### src/rtl/reg_dump_pkg.sv
// ----------------------------------------------------------------------------
// reg_dump_pkg
// Shared definitions for the register-file dump engine.
//   - DEF_ADDR_WIDTH / DEF_DATA_WIDTH : default register address / data widths
//   - reg_dump_state_t                : dump FSM state encoding
// The CSUM state is part of the encoding in every build. It is only reachable
// when REG_DUMP_CHECKSUM_EN is defined.
// ----------------------------------------------------------------------------
package reg_dump_pkg;

    localparam int DEF_ADDR_WIDTH = 5;
    localparam int DEF_DATA_WIDTH = 32;

    typedef enum logic [2:0] {
        IDLE = 3'd0,
        READ = 3'd1,
        SEND = 3'd2,
        CSUM = 3'd3,
        DONE = 3'd4
    } reg_dump_state_t;

endpackage

### src/rtl/reg_dump_if.sv
// ----------------------------------------------------------------------------
// reg_dump_if
// Valid/ready stream carrying dumped register words to the debug/UART bridge.
//   out_valid  master -> slave  beat valid
//   out_ready  slave  -> master sink accepts the beat
//   out_data   master -> slave  register value or checksum
//   out_addr   master -> slave  register index of the beat (0 on checksum beat)
//   out_last   master -> slave  final beat of the dump
//   out_csum   master -> slave  beat carries the checksum
// Modports: master (the dump engine) and slave (the sink).
// ----------------------------------------------------------------------------
interface reg_dump_if #(
    parameter int ADDR_WIDTH = 5,
    parameter int DATA_WIDTH = 32
);
    logic                  out_valid;
    logic                  out_ready;
    logic [DATA_WIDTH-1:0] out_data;
    logic [ADDR_WIDTH-1:0] out_addr;
    logic                  out_last;
    logic                  out_csum;

    modport master (
        output out_valid,
        output out_data,
        output out_addr,
        output out_last,
        output out_csum,
        input  out_ready
    );

    modport slave (
        input  out_valid,
        input  out_data,
        input  out_addr,
        input  out_last,
        input  out_csum,
        output out_ready
    );
endinterface

### src/rtl/reg_dump.sv
// ----------------------------------------------------------------------------
// reg_dump
// Debug readout engine for the CPU register file. A dump_start pulse walks
// the register file read port from address 0 to REG_FILE_SIZE-1. Each word
// is captured into an output register and presented as one stream beat.
// Each word is captured just before its beat is presented, so a later write
// to a register that was already dumped does not change the dump.
//
// Parameters
//   ADDR_WIDTH     register address width
//   DATA_WIDTH     register data width
//   REG_FILE_SIZE  number of registers dumped (1 .. 2**ADDR_WIDTH)
//
// Ports
//   clk         in   clock, rising edge
//   rst         in   synchronous reset, active-high
//   dump_start  in   one-cycle dump request; ignored while a dump is running
//   reg_r_addr  out  register file read address
//   reg_r_data  in   combinational read data for reg_r_addr
//   busy        out  dump in progress
//   done        out  one-cycle pulse after the final beat is accepted
//   strm        reg_dump_if.master  output stream
//
// Build option
//   REG_DUMP_CHECKSUM_EN  when defined, an XOR of all dumped words is sent
//                         as one extra final beat with out_csum=1.
//
// State table
//   IDLE | waiting for dump_start
//   READ | read port addressed with idx; word captured at the clock edge
//   SEND | beat presented; held until out_ready
//   CSUM | checksum beat presented (checksum build only)
//   DONE | done pulse, dump finished
// ----------------------------------------------------------------------------
module reg_dump
    import reg_dump_pkg::*;
#(
    parameter int ADDR_WIDTH    = DEF_ADDR_WIDTH,
    parameter int DATA_WIDTH    = DEF_DATA_WIDTH,
    parameter int REG_FILE_SIZE = 32
) (
    input  logic                  clk,
    input  logic                  rst,
    input  logic                  dump_start,
    output logic [ADDR_WIDTH-1:0] reg_r_addr,
    input  logic [DATA_WIDTH-1:0] reg_r_data,
    output logic                  busy,
    output logic                  done,
    reg_dump_if.master            strm
);

    localparam logic [ADDR_WIDTH-1:0] LAST_IDX = ADDR_WIDTH'(REG_FILE_SIZE - 1);

    reg_dump_state_t       state;
    reg_dump_state_t       state_nxt;

    logic [ADDR_WIDTH-1:0] idx;
    logic [DATA_WIDTH-1:0] data_q;
    logic [ADDR_WIDTH-1:0] addr_q;
    logic                  last_q;

    logic                  valid;
    logic                  hs;
    logic                  at_last;

`ifdef REG_DUMP_CHECKSUM_EN
    logic [DATA_WIDTH-1:0] acc;
`endif

    assign at_last = (idx == LAST_IDX);
    assign hs      = valid && strm.out_ready;

    // ------------------------------------------------------------------
    // State register
    // ------------------------------------------------------------------
    always_ff @(posedge clk) begin
        if (rst) begin
            state <= IDLE;
        end else begin
            state <= state_nxt;
        end
    end

    // ------------------------------------------------------------------
    // Next state and state-decoded outputs
    // ------------------------------------------------------------------
    always_comb begin
        state_nxt = state;
        valid     = 1'b0;
        busy      = 1'b0;
        done      = 1'b0;

        case (state)
            IDLE: begin
                if (dump_start) begin
                    state_nxt = READ;
                end
            end

            READ: begin
                busy      = 1'b1;
                state_nxt = SEND;
            end

            SEND: begin
                busy  = 1'b1;
                valid = 1'b1;
                if (hs) begin
                    if (at_last) begin
`ifdef REG_DUMP_CHECKSUM_EN
                        state_nxt = CSUM;
`else
                        state_nxt = DONE;
`endif
                    end else begin
                        state_nxt = READ;
                    end
                end
            end

`ifdef REG_DUMP_CHECKSUM_EN
            CSUM: begin
                busy  = 1'b1;
                valid = 1'b1;
                if (hs) begin
                    state_nxt = DONE;
                end
            end
`endif

            DONE: begin
                done      = 1'b1;
                state_nxt = IDLE;
            end

            default: begin
                state_nxt = IDLE;
            end
        endcase
    end

    // ------------------------------------------------------------------
    // Index counter and beat capture registers
    // ------------------------------------------------------------------
    always_ff @(posedge clk) begin
        if (rst) begin
            idx    <= '0;
            data_q <= '0;
            addr_q <= '0;
            last_q <= 1'b0;
        end else begin
            case (state)
                IDLE: begin
                    if (dump_start) begin
                        idx <= '0;
                    end
                end

                READ: begin
                    data_q <= reg_r_data;
                    addr_q <= idx;
`ifdef REG_DUMP_CHECKSUM_EN
                    // The checksum beat is the last one, never a register beat.
                    last_q <= 1'b0;
`else
                    last_q <= at_last;
`endif
                end

                SEND: begin
                    if (hs) begin
                        // idx stops at LAST_IDX so it can never wrap.
                        if (!at_last) begin
                            idx <= idx + 1'b1;
                        end
`ifdef REG_DUMP_CHECKSUM_EN
                        else begin
                            // Load the checksum beat directly; the final word
                            // is folded in here since acc updates in parallel.
                            data_q <= acc ^ data_q;
                            addr_q <= '0;
                            last_q <= 1'b1;
                        end
`endif
                    end
                end

                default: begin
                end
            endcase
        end
    end

`ifdef REG_DUMP_CHECKSUM_EN
    // ------------------------------------------------------------------
    // XOR accumulator over accepted register beats
    // ------------------------------------------------------------------
    always_ff @(posedge clk) begin
        if (rst) begin
            acc <= '0;
        end else if (state == IDLE && dump_start) begin
            acc <= '0;
        end else if (state == SEND && hs) begin
            acc <= acc ^ data_q;
        end
    end

    assign strm.out_csum = (state == CSUM);
`else
    assign strm.out_csum = 1'b0;
`endif

    assign reg_r_addr    = idx;
    assign strm.out_valid = valid;
    assign strm.out_data  = data_q;
    assign strm.out_addr  = addr_q;
    assign strm.out_last  = last_q && valid;

endmodule

### src/flat_wrapper.sv
// flat-port wrapper written by rule: the top's interface ports become plain ports
module reg_dump_flat import reg_dump_pkg::*;
#(
    parameter int ADDR_WIDTH    = DEF_ADDR_WIDTH,
    parameter int DATA_WIDTH    = DEF_DATA_WIDTH,
    parameter int REG_FILE_SIZE = 32
)
  (clk, rst, dump_start, reg_r_addr, reg_r_data, busy, done, strm_out_valid, strm_out_data, strm_out_addr, strm_out_last, strm_out_csum, strm_out_ready);
  reg_dump_if #(.ADDR_WIDTH(ADDR_WIDTH), .DATA_WIDTH(DATA_WIDTH)) strm_i ();
  input  logic clk;
  input  logic rst;
  input  logic dump_start;
  output logic [ADDR_WIDTH-1:0] reg_r_addr;
  input  logic [DATA_WIDTH-1:0] reg_r_data;
  output logic busy;
  output logic done;
  output wire logic [$bits(strm_i.out_valid)-1:0] strm_out_valid;
  output wire logic [$bits(strm_i.out_data)-1:0] strm_out_data;
  output wire logic [$bits(strm_i.out_addr)-1:0] strm_out_addr;
  output wire logic [$bits(strm_i.out_last)-1:0] strm_out_last;
  output wire logic [$bits(strm_i.out_csum)-1:0] strm_out_csum;
  input wire logic [$bits(strm_i.out_ready)-1:0] strm_out_ready;
  assign strm_out_valid = strm_i.out_valid;
  assign strm_out_data = strm_i.out_data;
  assign strm_out_addr = strm_i.out_addr;
  assign strm_out_last = strm_i.out_last;
  assign strm_out_csum = strm_i.out_csum;
  assign strm_i.out_ready = strm_out_ready;
  reg_dump #(.ADDR_WIDTH(ADDR_WIDTH), .DATA_WIDTH(DATA_WIDTH), .REG_FILE_SIZE(REG_FILE_SIZE)) u_core (.clk(clk), .rst(rst), .dump_start(dump_start), .reg_r_addr(reg_r_addr), .reg_r_data(reg_r_data), .busy(busy), .done(done), .strm(strm_i));
endmodule
### config.mk
export PLATFORM = sky130hd
export DESIGN_NAME = reg_dump_flat
export DESIGN_NICKNAME = d
export VERILOG_FILES = /design/src/rtl/reg_dump_pkg.sv /design/src/rtl/reg_dump_if.sv /design/src/rtl/reg_dump.sv /design/src/flat_wrapper.sv
export SDC_FILE = /design/constraint.sdc
export NUM_CORES = 1
export LEC_CHECK = 0
export BUFFER_PORTS_ARGS = -buffer_cell sky130_fd_sc_hd__buf_2
export CORE_ASPECT_RATIO = 2
export CORE_MARGIN = 2
export CORE_UTILIZATION = 45
export DETAILED_ROUTE_END_ITERATION = 8
export PLACE_DENSITY = 0.78
export SLEW_MARGIN = 20
export SYNTH_ARGS = -nofsm -noshare
export SYNTH_HDL_FRONTEND = slang
export SYNTH_SLANG_ARGS = --single-unit
### constraint.sdc
create_clock -name clk -period 2.9 [get_ports clk]
set_clock_uncertainty 0.2 [all_clocks]
set_input_delay 0.145 -clock clk [delete_from_list [all_inputs] [get_ports clk]]
set_output_delay 0.145 -clock clk [all_outputs]
set_load 0.01 [all_outputs]
* Yosys cells after proc, flatten, opt, wreduce, memory -nomap -nowiden
Index checks and enable logic that the tools add are counted.
** Word-level totals
- Input port bits :: 36
- Word-level logic and storage cells :: 31
- Output and inout bits :: 47
- Register bits :: 46
** Cells by class
- Reductions and logical operators :: 7
- Eq/ne operators :: 7
- Add/subtract/negate cells :: 1
- Multiplexer cells :: 11
** Operators by type and width (number)
- $mux W5 :: 3
- $pmux W5 S2 :: 1
- $mux W3 :: 3
- $pmux W3 S3 :: 1
- $add A5 B1 Y5 const B :: 1
- $eq A5 B5 Y1 const B :: 1
- $ne A2 B2 Y1 const B :: 2
- $reduce_and A4 Y1 :: 1
- $eq A3 B1 Y1 const B :: 1
- $eq A3 B2 Y1 const B :: 1
- $eq A3 B3 Y1 const B :: 1
- $logic_not A3 Y1 :: 1
- $mux W1 :: 3
- $logic_and A1 B1 Y1 :: 2
- $ne A2 B1 Y1 const B :: 1
- $reduce_and A2 Y1 :: 1
- $reduce_bool A2 Y1 :: 1
- $reduce_or A2 Y1 :: 1

* Depth between registers and ports, before layout
Gate-level depths: netlist (run 1).
- Depth in word-level cells :: 5
- Gate-level depth with buffers :: 6
- Depth with buffers taken out :: 6

* Least setup slack after synthesis (run 1)
Ideal clock, no wire load.
- Path type :: register to register
- Start :: register u_core.idx[0], in the netlist u_core.reg_r_addr[0]
- End :: register u_core.idx[3], in the netlist u_core.reg_r_addr[3]
- Data required time :: 2.584 ns
- Buffers on the path :: 0
- Arrival :: 1.732 ns
- Slack :: 0.853 ns
- Cell stages (with the launch flop) :: 7
- Library setup time :: 0.116 ns
- Clock period less this slack :: 2.047 ns
- Path through :: dfxtp_1 ha_1 and3_1 ha_1 nand3b_1 a221o_1 a31o_1
** On the way
- Elaborated cells between the ends (all ways) :: 7
- Classes of those cells :: add/sub (1); eq/ne (2); mux (3); reduce/logical (1)
** RTL lines
- from (decl) :: RTL line reg_dump.sv:57 : logic [ADDR_WIDTH-1:0] idx;
- from (signal assigned) :: RTL line reg_dump.sv:174 : idx <= idx + 1'b1;
- $eq A5 B5 Y1 :: RTL line reg_dump.sv:70 : assign at_last = (idx == LAST_IDX);
- net u_core.at_last :: RTL line reg_dump.sv:64 : logic at_last;
- $ne A2 B2 Y1 (no line)
- $reduce_and A4 Y1 (no line)
The timed path passes the listed nets, and every way through them passes these cells. The select of a mux whose other input is x is not followed.
A chain may end at the register's enable or synchronous reset.

* Final worst setup path (run 1)
Same ends and word-level chain as after synthesis.

==> impl_metrics.csv, run 1 <==
group,metric,value,unit
outcome,run_status,"finished, final reports clean",
cts,cts_tree,"done",
floorplanning,start_util,46.3,%
floorplanning,io_pins,83,
setup_path,cp.depth,6,
place,gp_congestion,0.773,
power,p_leak,1.17,nW
setup_path,end_kind,"register",
timing,fmax,461,MHz
cts,postCtsHoldBufs,33,
cts,cts_setup_buffers,0,
setup_path,r2r_cells,6,
timing,whs,0.0554,ns
floorplanning,die_w,48.0,um
finish,fill_cells,330,
synthesis,synth_seq_cells,46,
setup_path,endpoint,"u_core.reg_r_addr[3]$_SDFFE_PP0P_",
grt,overflow,0,
power,power_density,485,nW/um2
setup_path,reg2reg_from,"u_core.reg_r_addr[0]$_SDFFE_PP0P_",
setup_path,worstPathCellList,"ha_1 -> and3_1 -> ha_1 -> nand3b_1 -> a221o_1 -> a31o_1",
grt,grt_pass1_wl,6.91,mm
timing,grt_setup_unrepaired,"false",
timing,period_share,74.9,%
cts,clk_pin_slew,0.08,ns
cts,cts-resized-gates,0,
run,drv_cap,0,
synthesis,syn-num-nets,250,
cts,cts_buffers,5,
setup_path,crit_type,"reg2reg",
setup_path,rrSetupSlack,0.73,ns
timing,relSlewSlack,49.7,%
route,detail_route.wl_per_cell,12.0,um
timing,hold_viol,0,
setup_path,reg2reg_to,"u_core.reg_r_addr[3]$_SDFFE_PP0P_",
min_path,min_path_type,"in2reg",
finish,fin_nets,358,
grt,grt_max_degree,45,
route,drcViolationCount,0,
power,p_total,1.25,mW
setup_path,crit_family,"compound AO/OA/AOI/OAI gates",
route,vias,1815,
power,peakVddDrop,0.450,mV
cts,cts-root-buf,"clkbuf_8",
setup_path,cp-start-kind,"register",
setup_path,worstPathRequired,2.88,ns
timing,worstMarginPinSlew,0.755,ns
route,wirelength,4.45,mm
cts,clkSinkCount,46,
route,ant_nets,0,
finish,design_area,2570,um2
cts,cts_buffer_depth,2,
finish,area_growth,47.6,%
route,firstDrtPassIters,4,
grt,antenna_found_initial,0,
finish,drive_gt1_share,28.7,%
finish,diodes,0,
finish,final_cell_mix,"buf_2 (81), nand2_1 (77), dfxtp_1 (46)",
route,avgViaCountPerCell,4.88,
finish,layout_commonest_cell,"buf_2",
synthesis,synth_cells,212,
synthesis,synth.cell_area,1740,um2
synthesis,ys_seq_area_share,52.9,%
setup_path,path_buf_inv,0,
place,portBuffers,81,
timing,slew_violations,0,
cts,h-tree-depth,2,
setup_path,slowest_stage,"a221o_1",
floorplanning,rows,32,
route,first_iter_violations,37,
timing,setup_viol,0,
place,detailed_place_hpwl,2.75,mm
grt,track_usage,21.0,%
cts,clk_latency,0.29,ns
floorplanning,die_h,92.0,um
setup_path,cpPeakStageDelay,0.40,ns
setup_path,arrival,2.15,ns
setup_path,worst-path-max-fanout,6,
floorplanning,coreArea,3760,um2
grt,grt_pass1_vias,1728,
setup_path,crit_path_frequent_cell,"ha_1",
timing,finalSetupTns,0,ns
place,place_area,2150,um2
floorplanning,die_area,4410,um2
synthesis,yosys_warnings,0,
synthesis,synth_cell_types,33,
setup_path,critPathLaunch,"u_core.reg_r_addr[0]$_SDFFE_PP0P_",
synthesis,syn_avg_cell_area,8.22,um2
timing,period_needed,2.17,ns
==> per-stage QoR <==
step / util [%] / std cells / worst slack, ns
final: 68.3 / 372 / 0.729
after global routing: 68.3 / 372 / 0.664
after CTS: 68.3 / 372 / 0.743
after detailed placement: 57.1 / 331 / 0.762
after global placement: 57.1 / 331 / 0.816
after floorplan: - / 212 / 0.853
==> routing by layer <==
metal	part of all wire [%]	global-route usage, %	up-vias
li1	-	-	916
met1	39	22.3	824
met2	54	38.3	69
met3	5.8	3.35	6
met4	1.3	6.53	0
met5	0	0	-
==> synthesized netlist by cell type <==
| master | n | area [um2] |
|---|---|---|
| buf_4 | 2 | 15.0 |
| and4_1 | 1 | 8.76 |
| nor4b_1 | 1 | 8.76 |
| ha_1 | 2 | 25.0 |
| nor2_1 | 1 | 3.75 |
| a32o_1 | 2 | 20.0 |
| or2_1 | 1 | 6.26 |
| dfxtp_1 | 46 | 921 |
| clkbuf_1 | 6 | 22.5 |
| a21boi_0 | 1 | 7.51 |
| a21oi_1 | 39 | 195 |
| nor4_1 | 1 | 6.26 |
| nand4b_1 | 1 | 8.76 |
| or3b_1 | 1 | 8.76 |
| buf_6 | 2 | 22.5 |
| buf_2 | 6 | 30.0 |
| a31o_1 | 2 | 17.5 |
| nor3b_2 | 1 | 12.5 |
| nand3_1 | 2 | 10.0 |
| inv_1 | 2 | 7.51 |
| a31oi_1 | 1 | 6.26 |
| a221o_1 | 1 | 10.0 |
| or3_1 | 1 | 6.26 |
| o21ai_1 | 1 | 5.00 |
| nor3b_1 | 2 | 15.0 |
| a21o_1 | 1 | 7.51 |
| nor3_1 | 3 | 15.0 |
| conb_1 | 1 | 3.75 |
| and3_1 | 1 | 6.26 |
| and2_1 | 1 | 6.26 |
| nand3b_1 | 1 | 7.51 |
| nand2_1 | 77 | 289 |
| nand2b_1 | 1 | 6.26 |
==> flip-flops by register name (all words and copies together) (netlist names) <==
signal,cells
u_core.state,3
u_core.reg_r_addr,5
u_core.strm.out_data,32
u_core.strm.out_addr,5
u_core.last_q,1
==> layout make-up <==
cell class | count | area (um2) | area share, %
Sequential cell | 46 | 921 | 35.8
Timing Repair Buffer | 117 | 758 | 29.5
Multi-Input combinational cell | 148 | 729 | 28.4
Clock buffer | 7 | 86.3 | 3.36
Tap cell | 51 | 63.8 | 2.48
Inverter | 2 | 7.51 | 0.292
Clock inverter | 1 | 5.00 | 0.195
==> cell families after synthesis <==
kind of cell / synth area share [%]
flops: 52.9
simple gates: 24.4
other cells: 0.215
compound gates: 15.4
fa+ha+maj: 1.44
buf+inv: 5.60
==> tightest hold or removal path: stages <==
cell and delay [ns]:
buf_2 0.10, nand2b_1 0.14, a21boi_0 0.12
==> worst min path at each step <==
| stage | from | to | slack [ns] | cells after the start |
|---|---|---|---|---|
| finish | dump_start | u_core.state[0]$_SDFFE_PP0P_ | 0.06 | 3 |
| global placement | reg_r_data[6] | u_core.strm.out_data[6]$_SDFFE_PP0N_ | 0.19 | 3 |
| global route | dump_start | u_core.state[0]$_SDFFE_PP0P_ | 0.05 | 3 |
| floorplan | reg_r_data[0] | u_core.strm.out_data[0]$_SDFFE_PP0N_ | 0.08 | 2 |
| CTS | dump_start | u_core.state[0]$_SDFFE_PP0P_ | 0.04 | 3 |
| detailed placement | reg_r_data[6] | u_core.strm.out_data[6]$_SDFFE_PP0N_ | 0.19 | 3 |
==> power by group <==
group / switching [mW] / internal (mW) / total, mW
Clock: 0.194 / 0.192 / 0.387
Combinational: 0.0960 / 0.0915 / 0.187
Sequential: 0.0158 / 0.658 / 0.673
No activity file was read; power rests on OpenSTA's default activity.
==> run 2, diff against run 1 <==
==> constraint.sdc (replaced) <==
create_clock -name clk -period 2 [get_ports clk]
set_clock_uncertainty 0.2 [all_clocks]
set_input_delay 0.1 -clock clk [delete_from_list [all_inputs] [get_ports clk]]
set_output_delay 0.1 -clock clk [all_outputs]
set_load 0.01 [all_outputs]
==> impl_metrics.csv, run 2 (same netlist as run 1, synthesis figures left out) <==
group,metric,value,unit
setup_path,r2r_cells,6,
grt,grt_max_degree,28,
grt,overflow,0,
route,firstDrtPassIters,4,
place,gp_congestion,0.814,
floorplanning,rows,32,
setup_path,critPathLaunch,"u_core.reg_r_addr[1]$_SDFFE_PP0P_",
place,portBuffers,81,
cts,cts_buffers,5,
power,peakVddDrop,0.631,mV
route,detail_route.wl_per_cell,12.4,um
place,detailed_place_hpwl,2.93,mm
timing,period_needed,1.91,ns
cts,cts_buffer_depth,2,
finish,drive_gt1_share,31.2,%
floorplanning,coreArea,3760,um2
route,avgViaCountPerCell,4.86,
run,drv_cap,0,
setup_path,worstPathRequired,1.99,ns
finish,layout_commonest_cell,"buf_2",
cts,clk_pin_slew,0.07,ns
timing,setup_viol,0,
grt,track_usage,21.8,%
timing,grt_setup_unrepaired,"false",
setup_path,worst-path-max-fanout,5,
floorplanning,die_w,48.0,um
setup_path,end_kind,"register",
setup_path,crit_type,"reg2reg",
timing,whs,0.253,ns
grt,antenna_found_initial,0,
floorplanning,start_util,46.3,%
timing,finalSetupTns,0,ns
setup_path,arrival,1.90,ns
cts,clkSinkCount,46,
grt,grt_pass1_vias,1727,
finish,fin_nets,366,
setup_path,endpoint,"u_core.reg_r_addr[3]$_SDFFE_PP0P_",
floorplanning,die_area,4410,um2
cts,cts_tree,"done",
finish,diodes,0,
route,first_iter_violations,24,
power,p_leak,1.19,nW
outcome,run_status,"finished, final reports clean",
route,ant_nets,0,
cts,clk_latency,0.29,ns
min_path,min_path_type,"reg2reg",
floorplanning,die_h,92.0,um
cts,cts-root-buf,"clkbuf_8",
finish,final_cell_mix,"buf_2 (81), nand2_1 (77), dfxtp_1 (44)",
route,vias,1837,
timing,period_share,95.5,%
timing,slew_violations,0,
power,power_density,678,nW/um2
route,drcViolationCount,0,
finish,area_growth,52.2,%
finish,fill_cells,319,
floorplanning,io_pins,83,
finish,largest_register_ffs,32,
timing,hold_viol,0,
cts,h-tree-depth,2,
grt,grt_pass1_wl,6.96,mm
setup_path,reg2reg_to,"u_core.reg_r_addr[3]$_SDFFE_PP0P_",
route,wirelength,4.69,mm
setup_path,reg2reg_from,"u_core.reg_r_addr[1]$_SDFFE_PP0P_",
setup_path,rrSetupSlack,0.09,ns
setup_path,cp-start-kind,"register",
timing,fmax,524,MHz
[run 2: cell count changes in the layout (fill, tap and decap cells not counted), sizes merged]
cell,delta
buf,+6
dlygate4sd3,+2
clkbuf,-1
clkinv,-1
[run 2: metal layers]
| metal | routed length (um) | vias to the layer above | track usage [%] |
|---|---|---|---|
| met2 | 2550 | 67 | 40.3 |
| li1 | - | 932 | - |
| met4 | 54 | 0 | 6.31 |
| met3 | 228 | 5 | 5.31 |
| met1 | 1860 | 833 | 21.6 |
| met5 | 0 | - | 0 |
[run 2: worst min-delay path by stage]
stage          slack (ns)                                    end                                   from  cells past startpoint
2_1_floorplan        0.04   u_core.strm.out_data[0]$_SDFFE_PP0N_                          reg_r_data[0]                      2
3_3_place_gp         0.14  u_core.strm.out_data[31]$_SDFFE_PP0N_                         reg_r_data[31]                      3
3_5_place_dp         0.15  u_core.strm.out_data[13]$_SDFFE_PP0N_                         reg_r_data[13]                      3
4_1_cts              0.25  u_core.strm.out_data[13]$_SDFFE_PP0N_  u_core.strm.out_data[13]$_SDFFE_PP0N_                      2
5_1_grt              0.27   u_core.strm.out_data[6]$_SDFFE_PP0N_   u_core.strm.out_data[6]$_SDFFE_PP0N_                      2
6_report             0.25   u_core.strm.out_data[1]$_SDFFE_PP0N_   u_core.strm.out_data[1]$_SDFFE_PP0N_                      2
[run 2: repair_timing]
item / CTS / global route
setup endpoints to repair: 0 / 4
resized for setup: 0 / 4
endpoints found under the hold margin: 38 / 0
hold buffers: 35 / 0
buffers inserted: 0 / 0
[run 2: final cells by class]
class / instances / area, um2 / share of cell area (%)
well taps: 51 / 63.8 / 2.41
repair buffers: 125 / 823 / 31.1
flip-flops and latches: 46 / 923 / 34.8
inverters: 2 / 7.51 / 0.283
multi-input cells: 148 / 749 / 28.3
clock buffers: 6 / 82.6 / 3.12
[run 2: critical path, stage by stage, from the launching register on]
cell and delay (ns):
dfxtp_2 0.35, ha_4 0.16, and3_4 0.17, ha_2 0.16, nand3b_1 0.21, a221o_1 0.38
a31o_1 0.17
[run 2: stage by stage]
| step | power [mW] | cells | util [%] | cell area (um2) | worst slack [ns] |
|---|---|---|---|---|---|
| 2_1_floorplan | 1.13 | 212 | - | 1740 | 0.0217 |
| 3_3_place_gp | 1.22 | 337 | 58.4 | 2200 | 0.0737 |
| 3_5_place_dp | 1.22 | 337 | 58.4 | 2200 | 0.0319 |
| 4_1_cts | 1.81 | 378 | 69.9 | 2630 | 0.0241 |
| 5_1_grt | 1.89 | 378 | 70.4 | 2650 | 0.00547 |
| 6_report | 1.80 | 378 | 70.4 | 2650 | 0.0905 |
[run 2: power by group]
group | switching [mW] | internal [mW] | leakage, nW | total, mW
Sequential | 0.0230 | 0.954 | 0.375 | 0.977
Combinational | 0.142 | 0.141 | 0.775 | 0.283
Clock | 0.269 | 0.266 | 0.0431 | 0.535
